**config.mk**
```make
export PLATFORM = sky130hd
export DESIGN_NAME = wib_rd_sched
export DESIGN_NICKNAME = d
export VERILOG_FILES = /design/src/rtl/npu_wib_pkg.sv /design/src/rtl/wib_skid_fifo.sv /design/src/rtl/wib_rd_sched.sv
export SDC_FILE = /design/constraint.sdc
export NUM_CORES = 1
export LEC_CHECK = 0
export ABC_AREA = 1
export BUFFER_PORTS_ARGS = -buffer_cell sky130_fd_sc_hd__buf_4
export CAP_MARGIN = 20
export CORE_MARGIN = 3
export CORE_UTILIZATION = 35
export CTS_BUF_LIST = sky130_fd_sc_hd__clkbuf_4
export DETAILED_ROUTE_END_ITERATION = 8
export SYNTH_ARGS = -nofsm -noshare
export SYNTH_HDL_FRONTEND = slang
export SYNTH_SLANG_ARGS = --single-unit
```
**constraint.sdc**
```tcl
create_clock -name i_clk -period 3.9 [get_ports i_clk]
set_input_delay 0.39 -clock i_clk [delete_from_list [all_inputs] [get_ports i_clk]]
set_output_delay 0.39 -clock i_clk [all_outputs]
set_load 0.01 [all_outputs]
```
**src/rtl/npu_wib_pkg.sv**
```systemverilog
// rtl/npu_wib_pkg.sv - shared WIB widths, scheduler state encoding and default read latency
//
// Purpose : constants shared by the WIB read scheduler and its skid FIFO.
// Contents: WIB_AW/WIB_DW buffer geometry, WIB_FW FIFO entry width ({last, data}),
//           RD_LAT_DEF default buffer read latency, scheduler state codes.
package npu_wib_pkg;

  localparam int WIB_AW     = 10;
  localparam int WIB_DW     = 19;
  localparam int WIB_FW     = WIB_DW + 1;
  localparam int RD_LAT_DEF = 2;

  localparam logic [1:0] ST_IDLE  = 2'd0;
  localparam logic [1:0] ST_RUN   = 2'd1;
  localparam logic [1:0] ST_DRAIN = 2'd2;

endpackage

```
**src/rtl/wib_skid_fifo.sv**
```systemverilog
// rtl/wib_skid_fifo.sv - synchronous skid FIFO with fall-through head and occupancy count
//
// Purpose : holds returned buffer words until the downstream accepts them. When the
//           FIFO is empty a pushed word is presented on the head in the same cycle,
//           and if it is popped in that cycle it is never stored.
// Ports   : i_clk, i_rst_n (async active-low)
//           i_push/i_pdata  write side (caller guarantees no push into a full FIFO)
//           i_pop           remove head (ignored when o_vld=0)
//           o_head/o_vld    current head word and its valid
//           o_count         number of stored entries (excludes a bypassing word)
module wib_skid_fifo #(
  parameter int WIDTH = 20,
  parameter int DEPTH = 4
) (
  input  logic                       i_clk,
  input  logic                       i_rst_n,
  input  logic                       i_push,
  input  logic [WIDTH-1:0]           i_pdata,
  input  logic                       i_pop,
  output logic [WIDTH-1:0]           o_head,
  output logic                       o_vld,
  output logic [$clog2(DEPTH+1)-1:0] o_count
);

  localparam int AW = (DEPTH > 1) ? $clog2(DEPTH) : 1;
  localparam int CW = $clog2(DEPTH + 1);

  logic [WIDTH-1:0] r_mem [DEPTH];
  logic [AW-1:0]    r_wr_ptr;
  logic [AW-1:0]    r_rd_ptr;
  logic [CW-1:0]    r_count;

  logic w_empty;
  logic w_bypass;
  logic w_wr;
  logic w_rd;

  assign w_empty  = (r_count == '0);
  // Empty FIFO, word arrives and leaves in the same cycle: nothing is stored.
  assign w_bypass = w_empty && i_push && i_pop;
  assign w_wr     = i_push && !w_bypass;
  assign w_rd     = i_pop && !w_empty;

  assign o_vld   = !w_empty || i_push;
  assign o_head  = !w_empty ? r_mem[r_rd_ptr] : (i_push ? i_pdata : '0);
  assign o_count = r_count;

  always_ff @(posedge i_clk) begin
    if (w_wr) begin
      r_mem[r_wr_ptr] <= i_pdata;
    end
  end

  always_ff @(posedge i_clk or negedge i_rst_n) begin
    if (!i_rst_n) begin
      r_wr_ptr <= '0;
      r_rd_ptr <= '0;
      r_count  <= '0;
    end else begin
      if (w_wr) begin
        r_wr_ptr <= r_wr_ptr + 1'b1;
      end
      if (w_rd) begin
        r_rd_ptr <= r_rd_ptr + 1'b1;
      end
      if (w_wr && !w_rd) begin
        r_count <= r_count + 1'b1;
      end else if (!w_wr && w_rd) begin
        r_count <= r_count - 1'b1;
      end
    end
  end

endmodule

```
**src/rtl/wib_rd_sched.sv**
```systemverilog
// rtl/wib_rd_sched.sv - WIB block-read scheduler and host/core port arbiter
//
// Purpose : accepts block-read commands (base, len, rpt), issues buffer reads when the
//           host path is idle and FIFO credit exists, re-aligns returned data with a
//           RD_LAT-deep tag pipe and streams words out with valid/ready.
// Ports   : i_clk, i_rst_n (async active-low)
//           i_cmd_vld/o_cmd_rdy, i_cmd_base, i_cmd_len, i_cmd_rpt  command handshake
//           i_host_en                                              host owns the port
//           o_wib_rd_en, o_wib_raddr, i_wib_rdat                   buffer read port
//           o_dat, o_dat_vld, o_dat_last, i_dat_rdy                output stream
//           o_busy, o_done, o_conflict_cnt                         status
module wib_rd_sched
  import npu_wib_pkg::*;
#(
  parameter int RD_LAT     = RD_LAT_DEF,
  parameter int FIFO_DEPTH = 4
) (
  input  logic              i_clk,
  input  logic              i_rst_n,
  input  logic              i_cmd_vld,
  output logic              o_cmd_rdy,
  input  logic [WIB_AW-1:0] i_cmd_base,
  input  logic [WIB_AW-1:0] i_cmd_len,
  input  logic [3:0]        i_cmd_rpt,
  input  logic              i_host_en,
  output logic              o_wib_rd_en,
  output logic [WIB_AW-1:0] o_wib_raddr,
  input  logic [WIB_DW-1:0] i_wib_rdat,
  output logic [WIB_DW-1:0] o_dat,
  output logic              o_dat_vld,
  output logic              o_dat_last,
  input  logic              i_dat_rdy,
  output logic              o_busy,
  output logic              o_done,
  output logic [15:0]       o_conflict_cnt
);

  localparam int CW = $clog2(FIFO_DEPTH + 1);

  logic [1:0]        r_state;
  logic [WIB_AW-1:0] r_base;
  logic [WIB_AW-1:0] r_len;
  logic [WIB_AW-1:0] r_offset;
  logic [3:0]        r_rpt;
  logic [3:0]        r_pass;
  logic [RD_LAT-1:0] r_sr_vld;
  logic [RD_LAT-1:0] r_sr_last;
  logic [CW-1:0]     r_inflight;
  logic [15:0]       r_conflict_cnt;
  logic              r_done;

  logic              w_credit;
  logic              w_issue;
  logic              w_final;
  logic              w_push;
  logic              w_pop;
  logic              w_drained;
  logic              w_fifo_vld;
  logic [CW-1:0]     w_fifo_count;
  logic [WIB_FW-1:0] w_head;

  // Stored words plus reads still in the buffer pipe never exceed the FIFO depth,
  // so a returning word always has a free slot.
  assign w_credit = (32'(w_fifo_count) + 32'(r_inflight)) < 32'(FIFO_DEPTH);
  assign w_issue  = (r_state == ST_RUN) && !i_host_en && w_credit;
  assign w_final  = (r_offset == r_len) && (r_pass == r_rpt);
  assign w_push   = r_sr_vld[RD_LAT-1];
  assign w_pop    = w_fifo_vld && i_dat_rdy;

  // Evaluated on the values after this edge so o_done lands the cycle after the
  // last handshake (issue is always 0 in DRAIN).
  assign w_drained = (32'(r_inflight) - 32'(w_push) == 32'd0) &&
                     (32'(w_fifo_count) + 32'(w_push) - 32'(w_pop) == 32'd0);

  assign o_cmd_rdy      = (r_state == ST_IDLE);
  assign o_busy         = (r_state == ST_RUN) || (r_state == ST_DRAIN);
  assign o_done         = r_done;
  assign o_wib_rd_en    = w_issue;
  assign o_wib_raddr    = r_base + r_offset;
  assign o_dat_vld      = w_fifo_vld;
  assign o_dat          = w_head[WIB_DW-1:0];
  assign o_dat_last     = w_head[WIB_DW];
  assign o_conflict_cnt = r_conflict_cnt;

  always_ff @(posedge i_clk or negedge i_rst_n) begin
    if (!i_rst_n) begin
      r_state  <= ST_IDLE;
      r_base   <= '0;
      r_len    <= '0;
      r_rpt    <= '0;
      r_offset <= '0;
      r_pass   <= '0;
      r_done   <= 1'b0;
    end else begin
      r_done <= 1'b0;
      case (r_state)
        ST_IDLE: begin
          if (i_cmd_vld) begin
            r_base   <= i_cmd_base;
            r_len    <= i_cmd_len;
            r_rpt    <= i_cmd_rpt;
            r_offset <= '0;
            r_pass   <= '0;
            r_state  <= ST_RUN;
          end
        end
        ST_RUN: begin
          if (w_issue) begin
            if (r_offset == r_len) begin
              r_offset <= '0;
              r_pass   <= r_pass + 1'b1;
            end else begin
              r_offset <= r_offset + 1'b1;
            end
            if (w_final) begin
              r_state <= ST_DRAIN;
            end
          end
        end
        ST_DRAIN: begin
          if (w_drained) begin
            r_done  <= 1'b1;
            r_state <= ST_IDLE;
          end
        end
        default: r_state <= ST_IDLE;
      endcase
    end
  end

  // Tag pipe: bit RD_LAT-1 is high in the cycle the matching word sits on i_wib_rdat.
  always_ff @(posedge i_clk or negedge i_rst_n) begin
    if (!i_rst_n) begin
      r_sr_vld  <= '0;
      r_sr_last <= '0;
    end else begin
      for (int i = RD_LAT - 1; i > 0; i--) begin
        r_sr_vld[i]  <= r_sr_vld[i-1];
        r_sr_last[i] <= r_sr_last[i-1];
      end
      r_sr_vld[0]  <= w_issue;
      r_sr_last[0] <= w_issue && w_final;
    end
  end

  always_ff @(posedge i_clk or negedge i_rst_n) begin
    if (!i_rst_n) begin
      r_inflight <= '0;
    end else if (w_issue && !w_push) begin
      r_inflight <= r_inflight + 1'b1;
    end else if (!w_issue && w_push) begin
      r_inflight <= r_inflight - 1'b1;
    end
  end

  // Counts slots the host stole while the scheduler had credit to read.
  always_ff @(posedge i_clk or negedge i_rst_n) begin
    if (!i_rst_n) begin
      r_conflict_cnt <= '0;
    end else if ((r_state == ST_RUN) && i_host_en && w_credit &&
                 (r_conflict_cnt != 16'hFFFF)) begin
      r_conflict_cnt <= r_conflict_cnt + 1'b1;
    end
  end

  wib_skid_fifo #(
    .WIDTH (WIB_FW),
    .DEPTH (FIFO_DEPTH)
  ) u_fifo (
    .i_clk   (i_clk),
    .i_rst_n (i_rst_n),
    .i_push  (w_push),
    .i_pdata ({r_sr_last[RD_LAT-1], i_wib_rdat}),
    .i_pop   (w_pop),
    .o_head  (w_head),
    .o_vld   (w_fifo_vld),
    .o_count (w_fifo_count)
  );

endmodule

```
### Word-level counts from Yosys, hierarchy flattened

Memory sizes are Yosys's and may differ from the RTL's.
Index checks and enable logic that the tools add are counted.
W data, S select, Z words.

* $add $sub $neg: 14
* order comparisons: 1
* equality and inequality tests: 10
* muxes and demuxes: 23
* reductions and logical operators: 37

Operators with widths (number)
* $logic_not A32 Y1: 2
* $mux W20: 2
* $mux W10: 3
* $pmux W10 S2: 1
* $logic_and A1 B1 Y1: 17
* $add A16 B1 Y16 const B: 1
* $ne A16 B16 Y1 const B: 1
* $mux W3: 4
* $mux W4: 3
* $add A10 B1 Y10 const B: 1
* $add A10 B10 Y10: 1
* $eq A10 B10 Y1: 1
* $mux W2: 4
* $ne A2 B2 Y1 const B: 4
* $pmux W4 S2: 1
* $reduce_and A4 Y1: 2
* $logic_not A1 Y1: 7
* $add A3 B1 Y3 const B: 2
* $pmux W2 S3: 1
* $reduce_bool A2 Y1: 3
* $sub A3 B1 Y3 const B: 2
* $sub A4 B1 Y5: 1
* $add A2 B1 Y2 const B: 2
* $add A3 B1 Y4: 1
* other kinds (14): 18

* flip-flop bits (word level): 71
* bits in writable memories: 80
* bits of input ports: 48
* memories kept: 1

Memory list
* u_fifo.r_mem: words 4, bits a word 20, read ports 1, clocked after Yosys merged registers in 0, write ports 1, line wib_skid_fifo.sv:28 `logic [WIDTH-1:0] r_mem [DEPTH];`

### Depth between registers and ports, before layout

* depth after elaboration: 11
* mapped depth: 19
* depth with buffers taken out: 18

### Modules after synthesis

Synthesis repeated with hierarchy kept, for this count alone.

* cell total of the unflattened synthesis: 815
* area, all modules: 7723.7 um^2

Modules (own cells, without submodules)
* wib_rd_sched: instances 1, cells each 470, area each 3952.5 um^2
* wib_skid_fifo: instances 1, cells each 345, area each 3771.1 um^2

### Worst setup path after synthesis

Ideal clock, no wire load.

* path kind: flip-flop to flip-flop
* start point: register u_fifo.r_count[1] (netlist: u_fifo.o_count[1])
* end point: register r_state[0]
* setup time: 0.117 ns
* data arrival time: 2.858 ns
* path slack: 0.925 ns
* stages on the path, launching flop included: 20
* cells stage by stage: dfrtp_1 -> nor3_2 -> buf_2 -> nand2_1 -> nand2_1 -> inv_1 -> ha_1 -> inv_1 -> ha_1 -> inv_1 -> fa_1 -> nand2_1 -> inv_1 -> nand3_1 -> nor2_1 -> nand3_1 -> a21oi_1 -> nand2_1 -> nand2_1 -> nand2_1

* word-level cells in the longest chain between the ends: 9

RTL lines
* start: declaration: line wib_skid_fifo.sv:31 `logic [CW-1:0] r_count;`
* start signal: assignment: line wib_skid_fifo.sv:67 `r_count <= r_count + 1'b1;`
* start signal: assignment: line wib_skid_fifo.sv:69 `r_count <= r_count - 1'b1;`
* $logic_not A3 Y1: line wib_skid_fifo.sv:38 `assign w_empty = (r_count == '0);`
* $logic_not A1 Y1: line wib_skid_fifo.sv:44 `assign o_vld = !w_empty || i_push;`
* $logic_or A1 B1 Y1: line wib_skid_fifo.sv:44
* named net o_dat_vld: line wib_rd_sched.sv:30 `output logic o_dat_vld,`
* $logic_and A1 B1 Y1: line wib_rd_sched.sv:68 `assign w_pop = w_fifo_vld && i_dat_rdy;`
* $sub A4 B1 Y5: line wib_rd_sched.sv:73 `(32'(w_fifo_count) + 32'(w_push) - 32'(w_pop) == 32'd0);`
* $logic_not A32 Y1: line wib_rd_sched.sv:73
* $logic_and A1 B1 Y1: line wib_rd_sched.sv:72 `assign w_drained = (32'(r_inflight) - 32'(w_push) == 32'd0) &&`
* $ne A2 B2 Y1 (no line)
* $reduce_and A4 Y1 (no line)
* end signal: assignment: line wib_rd_sched.sv:87 `r_state <= ST_IDLE;`
* end signal: assignment: line wib_rd_sched.sv:104 `r_state <= ST_RUN;`
* end signal: assignment: line wib_rd_sched.sv:116 `r_state <= ST_DRAIN;`
* end: declaration: line wib_rd_sched.sv:40 `logic [1:0] r_state;`

The timed path passes the listed nets, and every way through them passes these cells.
A chain may end at the register's enable or synchronous reset.

### Worst setup path in the final report

* start point: register r_offset[0]
* end point: output port o_wib_raddr[8]

* word-level cells in the longest chain between the ends: 1

RTL lines
* start: declaration: line wib_rd_sched.sv:43 `logic [WIB_AW-1:0] r_offset;`
* start signal: assignment: line wib_rd_sched.sv:113 `r_offset <= r_offset + 1'b1;`
* $add A10 B10 Y10: line wib_rd_sched.sv:79 `assign o_wib_raddr = r_base + r_offset;`
* end: declaration: line wib_rd_sched.sv:27 `output logic [WIB_AW-1:0] o_wib_raddr,`

Every way passes these cells.

==> results_dict.tcl <==
set metrics [dict create \
    fp.dieW_um 154 \
    io_pins 99 \
    syn_area_per_cell_um2 10.0 \
    maxCapViolCount 0 \
    multi_input_area_um2 3040 \
    stdcell_count 1176 \
    yosysUniqueCellTypes 40 \
    grt_pass1_vias 5650 \
    cts_max_path_buffers 2 \
    cp_top_family "adder cells" \
    setup_viol 0 \
    startpoint "r_offset[0]" \
    dp_hpwl_um 11400 \
    use_met2_pct 24.2 \
    netlist_area_um2 7660 \
    reg2reg_from "u_fifo.o_count[1]" \
    port_buffers 98 \
    final_area_um2 9240 \
    vias 5598 \
    die_h_um 154 \
    fin_setup_tns_ns 0 \
    ir_worst_vdd_uv 306 \
    yosys_warnings 0 \
    ant_nets 0 \
    cpMaxStageDelayCell "dfrtp_1" \
    hold_path.class "in -> reg" \
    max_clock_freq_ghz 0.327 \
    nNetsFinal 968 \
    cp-endpoint "o_wib_raddr[8]" \
    crit_chain "ha_1 > inv_1 > fa_1 > o21ai_0 > nand4_1 > nand3_1 > xor2_1 > buf_4" \
    routed_via_density 4.76 \
    syn2layout_area_growth_pct 20.7 \
    end_kind "output pin" \
    initial_core_util_pct 36.0 \
    cp_num_cells 8 \
    ctsResizeCount 0 \
    status "complete, no violations" \
    wl_um 16900 \
    cts_tree "built" \
    p_leak_nw 4.03 \
    yosysSeqAreaShare_pct 54.6 \
    met1_usage_pct 19.4 \
    drc 0 \
    post-route-period-util_pct 78.4 \
    clk_pin_slew_worst_paths_ns 0.14 \
    insertion_delay_ns 0.56 \
    globalplace.congestion 0.796 \
    final_common_cell "nand2_1" \
    drt_first_pass_iters 7 \
    fp.coreArea_um2 21300 \
    grt_usage_pct 14.7 \
    max_slew_margin_pct 38.2 \
    cp-start-kind "flop" \
    skew_ns 0.0208 \
    min_period_ns 3.06 \
    regToRegEndpoint "r_state[0]" \
    finalHoldViolCount 0 \
    syn_nets 844 \
    cts.sinks 151 \
    worstSetupPathType "reg -> out" \
    critPathMaxStageDelay_ns 0.50 \
    r2r_cells 18 \
    overflow 0 \
    nFillCells 2076 \
    cts_made_buffers 17 \
    path_max_fanout 7 \
    grt_antenna_before_repair 1 \
    drt_iter0_markers 302 \
    wl_per_cell_um 14.3 \
    rsz0062_at_grt "no" \
    drv_slew 0 \
    critPathBufInv 2 \
    grt_pass1_wl_um 28300 \
    floorplan.rows 53 \
    busiest_layer "met2" \
    p_per_area_nw_per_um2 646 \
    layout.area.seq_um2 4180 \
    mostFrequentLayoutCells "nand2_1 (168), buf_4 (109), edfxtp_1 (80), inv_1 (73), dfrtp_1 (71)" \
    synth-seq-cells 151 \
    tightestPinTransition_ns 0.927 \
    dp_cells 1120 \
    required_ns 3.51 \
    met3_usage_pct 3.35 \
    placed_area_um2 8680 \
    hold_buffers 21 \
    fp.dieArea_um2 23700 \
    ctsHtreeMaxLevel 4 \
    drive_gt1_share_pct 21.0 \
    reg2reg_slack_ns 1.06 \
    postSynthCellCount 763 \
    root_buffer "clkbuf_4" \
    grt_max_degree 72 \
    post_cts_buffers 0 \
    crit_arrival_ns 2.67 \
]
[cell families (layout without fill, tap and decap cells)]
kind of cell / count (synthesis) / count (layout) / share of synthesized area, %
adder cells (fa/ha/maj): 33 / 33 / 5.78
flip-flops: 151 / 151 / 54.6
AND/OR/NAND/NOR: 303 / 303 / 17.8
multiplexers: 17 / 17 / 2.50
other: 0 / 1 / 0
buffers and inverters: 107 / 244 / 5.90
AO/OA/AOI/OAI: 112 / 112 / 8.89
XOR/XNOR: 40 / 40 / 4.58
[layer usage]
layer / share of wire [%] / wire length (µm) / up-vias
met3: 4.9 / 823 / 16
met5: 0 / 0 / -
met2: 48 / 8110 / 126
li1: - / - / 2839
met1: 46 / 7690 / 2617
met4: 1.4 / 229 / 0
[layout make-up]
class / instances / area share, %
Antenna cell: 1 / 0.0271
Inverter: 80 / 3.25
Multi-Input combinational cell: 505 / 32.9
Timing Repair Buffer: 132 / 11.3
Tap cell: 275 / 3.72
Clock inverter: 15 / 2.13
Clock buffer: 17 / 1.38
Sequential cell: 151 / 45.2
[registers in the layout, summed over array words and instances (netlist names)]
name / count
o_conflict_cnt: 16
r_sr_last: 2
r_offset: 10
r_base: 10
r_len: 10
r_state: 2
u_fifo.r_mem: 80
r_sr_vld: 2
o_done: 1
r_inflight: 3
r_rpt: 4
u_fifo.r_wr_ptr: 2
r_pass: 4
u_fifo.o_count: 3
u_fifo.r_rd_ptr: 2
[worst reg2reg max path, cell delays in order, from the launching register on]
cell     delay, ns
dfrtp_1       0.53
nor3_4        0.21
nand2_1       0.09
nand2_1       0.06
inv_1         0.04
ha_1          0.26
inv_1         0.05
ha_1          0.15
inv_1         0.05
fa_1          0.48
nand2_1       0.05
inv_1         0.05
nand3_1       0.05
nor2_1        0.10
nand3_1       0.10
a21oi_1       0.23
nand2_1       0.10
nand2_1       0.07
nand2_1       0.05
[report_power, final]
group | switching [mW] | internal, mW | total, mW | leakage (nW)
sequential | 0.241 | 1.96 | 2.20 | 1.61
combinational | 1.57 | 1.18 | 2.75 | 2.25
clock | 0.706 | 0.313 | 1.02 | 0.169
[per-stage QoR]
step                hold slack, ns  total power, mW  setup slack (ns)  util, %
floorplan                   0.0944             4.05             0.925        -
global placement             0.338             4.97              1.16     40.8
detailed placement           0.336             5.00              1.10     40.8
CTS                        0.00307             6.06             0.762     43.3
global route               0.00143             6.49             0.556     43.4
finish                      0.0599             5.97             0.842     43.4
[cell usage after synthesis]
cell	count	share of area (%)
nor3_1	9	0.59
xnor2_1	16	1.8
nor2_2	1	0.082
buf_4	1	0.098
o21ai_1	10	0.65
nand3b_1	2	0.20
nand2_1	168	8.2
nor2_8	1	0.26
inv_2	7	0.34
nor3b_1	1	0.098
nor2_1	43	2.1
nand3_1	51	3.3
nand2_2	2	0.16
xor2_1	24	2.7
dfrtp_1	71	23
buf_2	8	0.52
o21ai_2	4	0.46
fa_1	4	1.0
nand3_2	2	0.26
mux2_2	17	2.5
clkbuf_8	1	0.18
a21oi_1	63	4.1
clkbuf_1	14	0.69
nand4_2	1	0.16
edfxtp_1	80	31
buf_6	2	0.29
or2_2	1	0.082
nor2_4	3	0.44
buf_8	1	0.20
o21a_1	1	0.098
nor3_2	2	0.26
nor4_1	1	0.082
inv_1	73	3.6
ha_1	29	4.7
a221o_1	20	2.6
nand4_1	11	0.90
o21ai_0	13	0.85
a21o_1	1	0.098
nand2_4	3	0.44
or2_0	1	0.082
[how the worst min path moves through the flow]
stage / start / to / slack [ns] / cells after the start
floorplan: i_rst_n / o_conflict_cnt[0] / 0.09 / 0
global placement: r_sr_vld[0] / r_sr_vld[1] / 0.34 / 0
detailed placement: r_sr_vld[0] / r_sr_vld[1] / 0.34 / 0
CTS: i_cmd_base[8] / r_base[8] / 0.003 / 2
global route: i_cmd_base[6] / r_base[6] / 0.001 / 2
finish: i_cmd_len[4] / r_len[4] / 0.06 / 2
Note: power is estimated with default switching activity, not from simulation.
